==> src/rtl/l2_arb_pkg.sv <==
// Shared types and constants for the L2 request-port arbiter.
// The request struct is the payload in the default 32/32/2 configuration.
package l2_arb_pkg;

    localparam logic REQ_I = 1'b0;
    localparam logic REQ_D = 1'b1;

    localparam int unsigned DEF_ADDR_WIDTH  = 32;
    localparam int unsigned DEF_DATA_WIDTH  = 32;
    localparam int unsigned DEF_REQ_ID_BITS = 2;

    // L2-side tag carries one extra requester-select bit above the L1 tag
    function automatic int unsigned l2_id_width(input int unsigned req_id_bits);
        return req_id_bits + 1;
    endfunction

    typedef struct packed {
        logic [DEF_ADDR_WIDTH-1:0]  addr;
        logic [DEF_DATA_WIDTH-1:0]  data;
        logic                       rw;
        logic [DEF_REQ_ID_BITS:0]   id;
    } l2_req_t;

endpackage

==> src/rtl/outst_credit_cnt.sv <==
// Saturating up/down counter of outstanding reads for one requester.
module outst_credit_cnt #(
    parameter int unsigned CNT_BITS  = 3,
    parameter int unsigned MAX_OUTST = 4
) (
    input  logic clk,
    input  logic reset,
    input  logic inc,
    input  logic dec,
    output logic full
);

    logic [CNT_BITS-1:0] cnt_q, cnt_d;

    // Simultaneous inc/dec nets to zero; stray decrements stop at 0
    always_comb begin
        cnt_d = cnt_q;
        if (inc && !dec) begin
            cnt_d = cnt_q + CNT_BITS'(1);
        end else if (dec && !inc && (cnt_q != '0)) begin
            cnt_d = cnt_q - CNT_BITS'(1);
        end
    end

    always_ff @(posedge clk) begin
        if (reset) begin
            cnt_q <= '0;
        end else begin
            cnt_q <= cnt_d;
        end
    end

    assign full = (cnt_q >= CNT_BITS'(MAX_OUTST));

endmodule

==> src/rtl/l2_port_arbiter.sv <==
// Round-robin arbiter sharing the L2 request port between I-side and D-side
// L1 miss paths, with response demux and per-port read credit limits.
module l2_port_arbiter #(
    parameter int unsigned ADDR_WIDTH  = 32,
    parameter int unsigned DATA_WIDTH  = 32,
    parameter int unsigned REQ_ID_BITS = 2,
    parameter int unsigned MAX_OUTST   = 4,
    parameter int unsigned CNT_BITS    = 3
) (
    input  logic                   clk,
    input  logic                   reset,
    input  logic [ADDR_WIDTH-1:0]  p0_addr_in,
    input  logic [DATA_WIDTH-1:0]  p0_data_in,
    input  logic                   p0_rw_in,
    input  logic                   p0_valid_in,
    input  logic [REQ_ID_BITS-1:0] p0_id_in,
    output logic                   p0_stall_out,
    output logic [DATA_WIDTH-1:0]  p0_data_out,
    output logic [REQ_ID_BITS-1:0] p0_id_out,
    output logic                   p0_ready_out,
    input  logic [ADDR_WIDTH-1:0]  p1_addr_in,
    input  logic [DATA_WIDTH-1:0]  p1_data_in,
    input  logic                   p1_rw_in,
    input  logic                   p1_valid_in,
    input  logic [REQ_ID_BITS-1:0] p1_id_in,
    output logic                   p1_stall_out,
    output logic [DATA_WIDTH-1:0]  p1_data_out,
    output logic [REQ_ID_BITS-1:0] p1_id_out,
    output logic                   p1_ready_out,
    output logic [ADDR_WIDTH-1:0]  l2_addr_out,
    output logic [DATA_WIDTH-1:0]  l2_data_out,
    output logic                   l2_rw_out,
    output logic                   l2_valid_out,
    output logic [REQ_ID_BITS:0]   l2_id_out,
    input  logic                   l2_stall_in,
    input  logic [DATA_WIDTH-1:0]  l2_data_in,
    input  logic [REQ_ID_BITS:0]   l2_id_in,
    input  logic                   l2_ready_in
);

    import l2_arb_pkg::*;

    localparam int unsigned L2_ID_BITS = l2_id_width(REQ_ID_BITS);

    typedef struct packed {
        logic                  valid;
        logic [ADDR_WIDTH-1:0] addr;
        logic [DATA_WIDTH-1:0] data;
        logic                  rw;
        logic [L2_ID_BITS-1:0] id;
    } oreg_t;

    oreg_t oreg_q, oreg_d;
    logic  last_q, last_d;
    logic  full0, full1;
    logic  elig0, elig1, grant0, grant1, acc0, acc1;
    logic  l2_acc, can_load;
    logic  rsp0, rsp1;

    assign rsp0 = l2_ready_in & (l2_id_in[L2_ID_BITS-1] == REQ_I);
    assign rsp1 = l2_ready_in & (l2_id_in[L2_ID_BITS-1] == REQ_D);

    outst_credit_cnt #(.CNT_BITS(CNT_BITS), .MAX_OUTST(MAX_OUTST)) u_cnt0 (
        .clk   (clk),
        .reset (reset),
        .inc   (acc0 & ~p0_rw_in),
        .dec   (rsp0),
        .full  (full0)
    );

    outst_credit_cnt #(.CNT_BITS(CNT_BITS), .MAX_OUTST(MAX_OUTST)) u_cnt1 (
        .clk   (clk),
        .reset (reset),
        .inc   (acc1 & ~p1_rw_in),
        .dec   (rsp1),
        .full  (full1)
    );

    // Grant, acceptance and output-register next state
    always_comb begin
        l2_acc   = oreg_q.valid & ~l2_stall_in;
        can_load = ~oreg_q.valid | l2_acc;
        elig0    = ~reset & p0_valid_in & (p0_rw_in | ~full0);
        elig1    = ~reset & p1_valid_in & (p1_rw_in | ~full1);
        grant0   = elig0 & (~elig1 | (last_q == REQ_D));
        grant1   = elig1 & (~elig0 | (last_q == REQ_I));
        acc0     = grant0 & can_load;
        acc1     = grant1 & can_load;
        oreg_d   = oreg_q;
        last_d   = last_q;
        if (l2_acc) begin
            oreg_d.valid = 1'b0;
        end
        if (acc0) begin
            oreg_d = '{valid: 1'b1, addr: p0_addr_in, data: p0_data_in,
                       rw: p0_rw_in, id: {REQ_I, p0_id_in}};
            last_d = REQ_I;
        end else if (acc1) begin
            oreg_d = '{valid: 1'b1, addr: p1_addr_in, data: p1_data_in,
                       rw: p1_rw_in, id: {REQ_D, p1_id_in}};
            last_d = REQ_D;
        end
    end

    always_ff @(posedge clk) begin
        if (reset) begin
            oreg_q <= '0;
            last_q <= REQ_D;
        end else begin
            oreg_q <= oreg_d;
            last_q <= last_d;
        end
    end

    assign p0_stall_out = ~acc0;
    assign p1_stall_out = ~acc1;

    assign l2_valid_out = oreg_q.valid;
    assign l2_addr_out  = oreg_q.addr;
    assign l2_data_out  = oreg_q.data;
    assign l2_rw_out    = oreg_q.rw;
    assign l2_id_out    = oreg_q.id;

    // Zero-latency response demux; data fans out to both ports
    assign p0_ready_out = rsp0;
    assign p1_ready_out = rsp1;
    assign p0_id_out    = l2_id_in[REQ_ID_BITS-1:0];
    assign p1_id_out    = l2_id_in[REQ_ID_BITS-1:0];
    assign p0_data_out  = l2_data_in;
    assign p1_data_out  = l2_data_in;

endmodule

==> config.mk <==
export PLATFORM = sky130hd
export DESIGN_NAME = l2_port_arbiter
export DESIGN_NICKNAME = d
export VERILOG_FILES = /design/src/rtl/l2_arb_pkg.sv /design/src/rtl/outst_credit_cnt.sv /design/src/rtl/l2_port_arbiter.sv
export SDC_FILE = /design/constraint.sdc
export NUM_CORES = 1
export LEC_CHECK = 0
export ABC_AREA = 1
export BUFFER_PORTS_ARGS = -buffer_cell sky130_fd_sc_hd__clkbuf_2
export CORE_AREA = 5 5 120 122
export DETAILED_ROUTE_END_ITERATION = 6
export DIE_AREA = 0 0 125 127
export PLACE_DENSITY = 0.67
export SETUP_SLACK_MARGIN = 0.05
export SYNTH_ARGS = -nofsm -noshare
export SYNTH_HDL_FRONTEND = slang
export SYNTH_SLANG_ARGS = --single-unit
==> constraint.sdc <==
create_clock -name clk -period 2 [get_ports clk]
set_input_delay 0.6 -clock clk [delete_from_list [all_inputs] [get_ports clk]]
set_output_delay 0.6 -clock clk [all_outputs]
set_load 0.02 [all_outputs]
==> summary.txt, run 1 <==
Outcome
  – Status: completed

Global routing
  – Largest net degree at the start of global routing: 68
  – First-pass GRT wire length: 18.1 mm
  – GR Util All Layers: 0.140
  – GR Overflow Total: 0
  – Vias in the first global route: 3,618
  – Initial antenna violation count: 0

Power
  – Leak Pwr: 2.30 nW
  – Sw Share: 0.298
  – Maximum VDD drop: 0.000301 V
  – Clock share of power: 0.384
  – NetSw: 1.33 mW
  – Pwr/cell area: 897 nW/µm²
  – Pint: 3.14 mW
  – Sequential power share: 0.391
  – Gate power share: 0.225

Timing
  – Rel. slew slack: 0.716
  – RSZ-0062 raised after global routing: false
  – Setup violators final: 0
  – Minimum clock period: 1.91 ns
  – Clk_skew: 0.00476 ns
  – FMAX: 522 MHz
  – Worst slew pin tran: 0.425 ns
  – Hold slack: 0.476 ns
  – PnR worst setup slack: 0.0854 ns
  – Fin crit share: 0.957
  – Final Max Tran Viols: 0
  – TNS Setup: 0 ns
  – Hold Vio Cnt, Final: 0

Clock network
  – CTS tree: built
  – Maximum buffer depth of the clock tree: 2
  – Clk_lat worst skew: 0.33 ns
  – Clock Pin Slew Worst Setup and Hold Paths: 0.06 ns
  – Root buffer cell: clkbuf_16
  – Htree depth: 3
  – Clock Sinks: 76
  – CTS buffer count: 9

Critical path
  – Buf+Inv Stages, Crit Path: 2
  – Largest stage delay on the critical path: 0.16 ns
  – CP top delay family: simple AND/OR/NAND/NOR gates
  – Worst Path Required: 1.40 ns
  – CP arrival: 1.31 ns
  – Critical path's slowest cell: clkbuf_4
  – Crit path cell chain: buf_2 > nor2_4 > nand2_2 > nor2_4 > nand2_4 > clkbuf_4
  – Most common cell on crit path: nor2_4
  – Startpoint Class: input pin
  – CP max FO: 4
  – Crit end category: output pin
  – Type of the worst setup path: input pin to output pin

Detailed routing
  – Via-to-Cell Ratio: 4.52
  – Drc violations: 0
  – Iteration-0 DRC Markers: 156
  – Pre-antenna DRT Iters: 4
  – Vias post-DR: 3,796
  – ANT nets after route: 0
  – Routed len/inst: 13.9 µm
  – Post-Route WL: 11.7 mm

Place
  – Placed insts: 824
  – Post-place setup slack: -0.0447 ns
  – DP Wirelength: 8.70 mm
  – IO buf count: 213
  – Gp weighted congestion: 0.885

Die
  – I/O pin cnt: 316
  – Die Span Y: 127 µm
  – Die area: 15,900 µm²
  – Initial core utilization: 0.299
  – Die X: 125 µm
  – Core ar.: 13,100 µm²
  – Site row count: 42

Layout
  – Area grow syn2layout: 27.6%
  – Share of cells above drive strength 1: 0.416
  – Non-filler cells, final: 840
  – N_diodes: 0
  – Final #Nets: 837

Yosys
  – Synth top area share: 0.389
  – Synth warn: 0
  – Syn Nets: 696
  – Post-synth top cells: nand2_1, dfxtp_1, buf_4
  – Post-synthesis register bit count: 76
  – Syn_area_per_cell: 7.54 µm²
  – Ys async rst share: 0
  – Most common cell in the netlist: nand2_1
  – Sequential cell area fraction in the yosys report: 0.389
  – Area contributors post-synth: dfxtp_1, nand2_1, buf_4
  – Syn Std Cell Area: 3910 µm²
  – Dominant cell type by area after synthesis: dfxtp_1
  – Number of synthesized flops with an enable pin: 0
  – Yosys cell types: 23
  – Most common flop cell mapped by yosys: dfxtp_1
  – Gate Count Post-Synth: 519

Min path
  – Tightest Hold Check Type: flop to flop

Run
  – Max_cap viols: 0
[power by group through the flow]
stage                     clock [mW]  sequential [mW]  combinational [mW]
after floorplan                    0             1.93               0.680
after global placement             0             1.78                1.00
after detailed placement           0             1.78                1.01
after CTS                       1.78             1.75                1.02
after global routing            1.83             1.77                1.10
final                           1.72             1.75                1.01
[cell families after synthesis]
group,Yosys count,synth area share
and+or+nand+nor,249,0.261
buffers and inverters,116,0.206
DFF,76,0.389
adders and majority gates,2,0.0102
AOI/OAI and AO/OA,76,0.133
[per-stage QoR]
step / instance area, µm² / utilization / power, mW
2_1_floorplan: 3940 / - / 2.61
3_3_place_gp: 4650 / 0.355 / 2.78
3_5_place_dp: 4650 / 0.355 / 2.79
4_1_cts: 4980 / 0.380 / 4.55
5_1_grt: 4990 / 0.381 / 4.70
6_report: 4990 / 0.381 / 4.47
[placed cells by master (no fill, tap or decap), drive strengths merged]
cell      count
nor2         17
inv          17
clkbuf      221
o21ai         4
nand4         1
bufinv        2
clkinvlp      1
a21oi         5
nand2       220
a31oi        66
nand3        10
dfxtp        76
clkinv        5
buf          15
o211ai        1
fa            2
nor3          1
[area by class of cell]
type                       count  area (µm²)
inverter                      19        76.3
sequential                    76        1520
clock buffer                   9         225
fill                        1397        8100
timing repair buffer         227        1240
multi-input combinational    327        1620
clock inverter                 6        90.1
tap                          176         220
[sequential cells by signal (all words and copies together), names as in the netlist]
| name | count |
|---|---|
| l2_addr_out | 32 |
| l2_data_out | 32 |
| l2_id_out | 3 |
| l2_rw_out | 1 |
| l2_valid_out | 1 |
| last_q | 1 |
| u_cnt0.cnt_q | 3 |
| u_cnt1.cnt_q | 3 |
[tightest hold or removal path, stage by stage, from the launching register on]
cell     delay [ns]
dfxtp_1        0.31
nand2_1        0.06
a31oi_1        0.06
[what timing repair did]
item | CTS | global route
pin swaps | 1 | 0
setup endpoints to repair | 1 | 2
hold buffers | 0 | 0
resized for setup | 2 | 3
setup buffers | 1 | 0
endpoints found under the hold margin | 0 | 0
[worst paths after layout]
kind | startpoint | endpoint | slack (ns) | depth (start not counted)
setup / recovery | reset | p1_stall_out | 0.09 | 6
hold / removal | l2_addr_out[19] | l2_addr_out[19] | 0.48 | 2
setup reg to reg | u_cnt0.cnt_q[2] | u_cnt0.cnt_q[2] | 0.34 | 11
hold reg to reg | l2_addr_out[19] | l2_addr_out[19] | 0.48 | 2
[routing by layer]
metal  track usage  wire length (µm)
met1         0.160              4880
met5             0                 0
met4        0.0746               395
met2         0.223              5300
met3        0.0580              1130
(Power assumes the default switching activity.)
==> run 2: changes to the inputs <==
--- a/config.mk
+++ b/config.mk
@@ -6,11 +6,10 @@
 export NUM_CORES = 1
 export LEC_CHECK = 0
 export ABC_AREA = 1
-export BUFFER_PORTS_ARGS = -buffer_cell sky130_fd_sc_hd__clkbuf_2
-export CORE_AREA = 5 5 120 122
+export CORE_AREA = 5 5 121 123
 export DETAILED_ROUTE_END_ITERATION = 6
-export DIE_AREA = 0 0 125 127
-export PLACE_DENSITY = 0.67
+export DIE_AREA = 0 0 126 128
+export DONT_BUFFER_PORTS = 1
 export SETUP_SLACK_MARGIN = 0.05
 export SYNTH_ARGS = -nofsm -noshare
 export SYNTH_HDL_FRONTEND = slang
==> run 2 against run 1 <==
  * Final cell count shrank 25%
  * Power shrank 6.1%
  * Sequential power grew 10%
  * Critical path depth shrank 1
  * Sequential share of layout area grew 8.7 points
  * Final area shrank 22%
  * Routed wire length shrank 16%
  * Largest cell class unchanged
==> summary.txt, run 2 (same netlist as run 1, synthesis figures left out) <==
Critical path
  – Largest stage delay on the critical path: 0.39 ns
  – R2R cell count: 11
  – Reg-to-reg critical path startpoint: u_cnt0.cnt_q[2]
  – Startpoint Class: flop
  – CP top delay family: flip-flops
  – Crit end category: output pin
  – CP arrival: 1.25 ns
  – CP Depth: 5
  – FF-to-FF End: u_cnt0.cnt_q[2]
  – Register-to-register path setup slack: 0.35 ns
  – Most common cell on crit path: nand2_2
  – Worst Path Required: 1.40 ns
  – Type of the worst setup path: flop to output pin
  – Buf+Inv Stages, Crit Path: 1
  – CP max FO: 4
  – Critical path's slowest cell: dfxtp_1
  – Crit path from: u_cnt1.cnt_q[2]
  – Crit path capture: p1_stall_out
  – Crit path cell chain: nand2_1 > nand2_2 > nor2_4 > nand2_2 > buf_4

Die
  – Site row count: 43
  – I/O pin cnt: 316
  – Die X: 126 µm
  – Die Span Y: 128 µm
  – Initial core utilization: 0.288
  – Die area: 16,100 µm²
  – Core ar.: 13,600 µm²

Global routing
  – Vias in the first global route: 2,971
  – Initial antenna violation count: 0
  – First-pass GRT wire length: 15.0 mm
  – GR Overflow Total: 0
  – Largest net degree at the start of global routing: 70
  – GR Util All Layers: 0.116

Detailed routing
  – Iteration-0 DRC Markers: 147
  – Drc violations: 0
  – Vias post-DR: 3,065
  – Post-Route WL: 9.84 mm
  – Pre-antenna DRT Iters: 7
  – Routed len/inst: 15.7 µm
  – ANT nets after route: 0
  – Via-to-Cell Ratio: 4.88

Clock network
  – CTS buffer count: 9
  – Clock Pin Slew Worst Setup and Hold Paths: 0.06 ns
  – Root buffer cell: clkbuf_16
  – Maximum buffer depth of the clock tree: 2
  – Clock Sinks: 76
  – Setup repair bufs after CTS: 0
  – CTS tree: built
  – Post_cts resized: 0
  – Post-CTS Hold Fix Bufs: 0
  – Htree depth: 3
  – Clk_lat worst skew: 0.33 ns

Power
  – Pwr/cell area: 1080 nW/µm²
  – Leak Pwr: 1.37 nW
  – Maximum VDD drop: 0.000307 V

Timing
  – Minimum clock period: 1.85 ns
  – RSZ-0062 raised after global routing: false
  – FMAX: 541 MHz
  – Final Max Tran Viols: 0
  – Setup violators final: 0
  – Rel. slew slack: 0.712
  – Worst slew pin tran: 0.432 ns
  – Hold Vio Cnt, Final: 0
  – Clk_skew: 0.00947 ns
  – Fin crit share: 0.923

Layout
  – Final Cell Area: 3880 µm²
  – Area grow syn2layout: -0.704%
  – Non-filler cells, final: 628
  – N_diodes: 0
  – Share of cells above drive strength 1: 0.132
  – Commonest non-fill, non-tap cells in the layout: nand2_1, dfxtp_1, a31oi_1
  – Final #Nets: 621
  – Leading cell type in the layout, fill and taps excluded: nand2_1

Place
  – DP Area: 3560 µm²
  – IO buf count: 0
  – DP Wirelength: 7.65 mm
  – Placed insts: 613
  – Gp weighted congestion: 0.871

Run
  – Max_cap viols: 0

Min path
  – Tightest Hold Check Type: input pin to flop

Outcome
  – Status: completed
[run 2: layer usage]
metal,GRT usage,vias up,routed length (µm)
met3,0.0550,35,1030
met5,0,-,0
met4,0.0631,0,353
met2,0.193,152,4850
li1,-,1455,-
met1,0.121,1423,3610
[run 2: area by class of cell]
| cell class | count | area, µm² |
|---|---|---|
| fillers | 1487 | 9670 |
| multi-input cells | 327 | 1600 |
| flip-flops and latches | 76 | 1520 |
| clock buffers | 11 | 253 |
| well taps | 180 | 225 |
| repair buffers | 11 | 133 |
| inverters | 19 | 76.3 |
| clock inverters | 4 | 72.6 |
[run 2: worst min path at each step]
stage	to	from	slack, ns	cells after the start
after floorplan	u_cnt0.cnt_q[2]	u_cnt0.cnt_q[2]	0.50	2
after global routing	l2_addr_out[8]	reset	0.32	1
after global placement	last_q	last_q	0.51	2
after CTS	l2_data_out[28]	reset	0.32	1
final	l2_data_out[28]	reset	0.33	1
after detailed placement	u_cnt0.cnt_q[2]	u_cnt0.cnt_q[2]	0.53	2
[run 2: power by group]
part	internal [mW]	switching, mW	total, mW
registers	1.66	0.263	1.93
logic	0.209	0.329	0.538
clock network	1.15	0.586	1.74
total	3.02	1.18	4.20
[run 2: stage by stage]
step / worst slack, ns / setup TNS (ns) / util / total power [mW] / hold WS (ns)
finish: 0.153 / 0 / 0.286 / 4.20 / 0.334
detailed placement: 0.0336 / 0 / 0.262 / 2.51 / 0.529
global placement: 0.0744 / 0 / 0.262 / 2.48 / 0.514
CTS: 0.131 / 0 / 0.286 / 4.28 / 0.320
floorplan: -0.000770 / -0.000770 / - / 2.61 / 0.497
global route: 0.0610 / 0 / 0.286 / 4.41 / 0.315
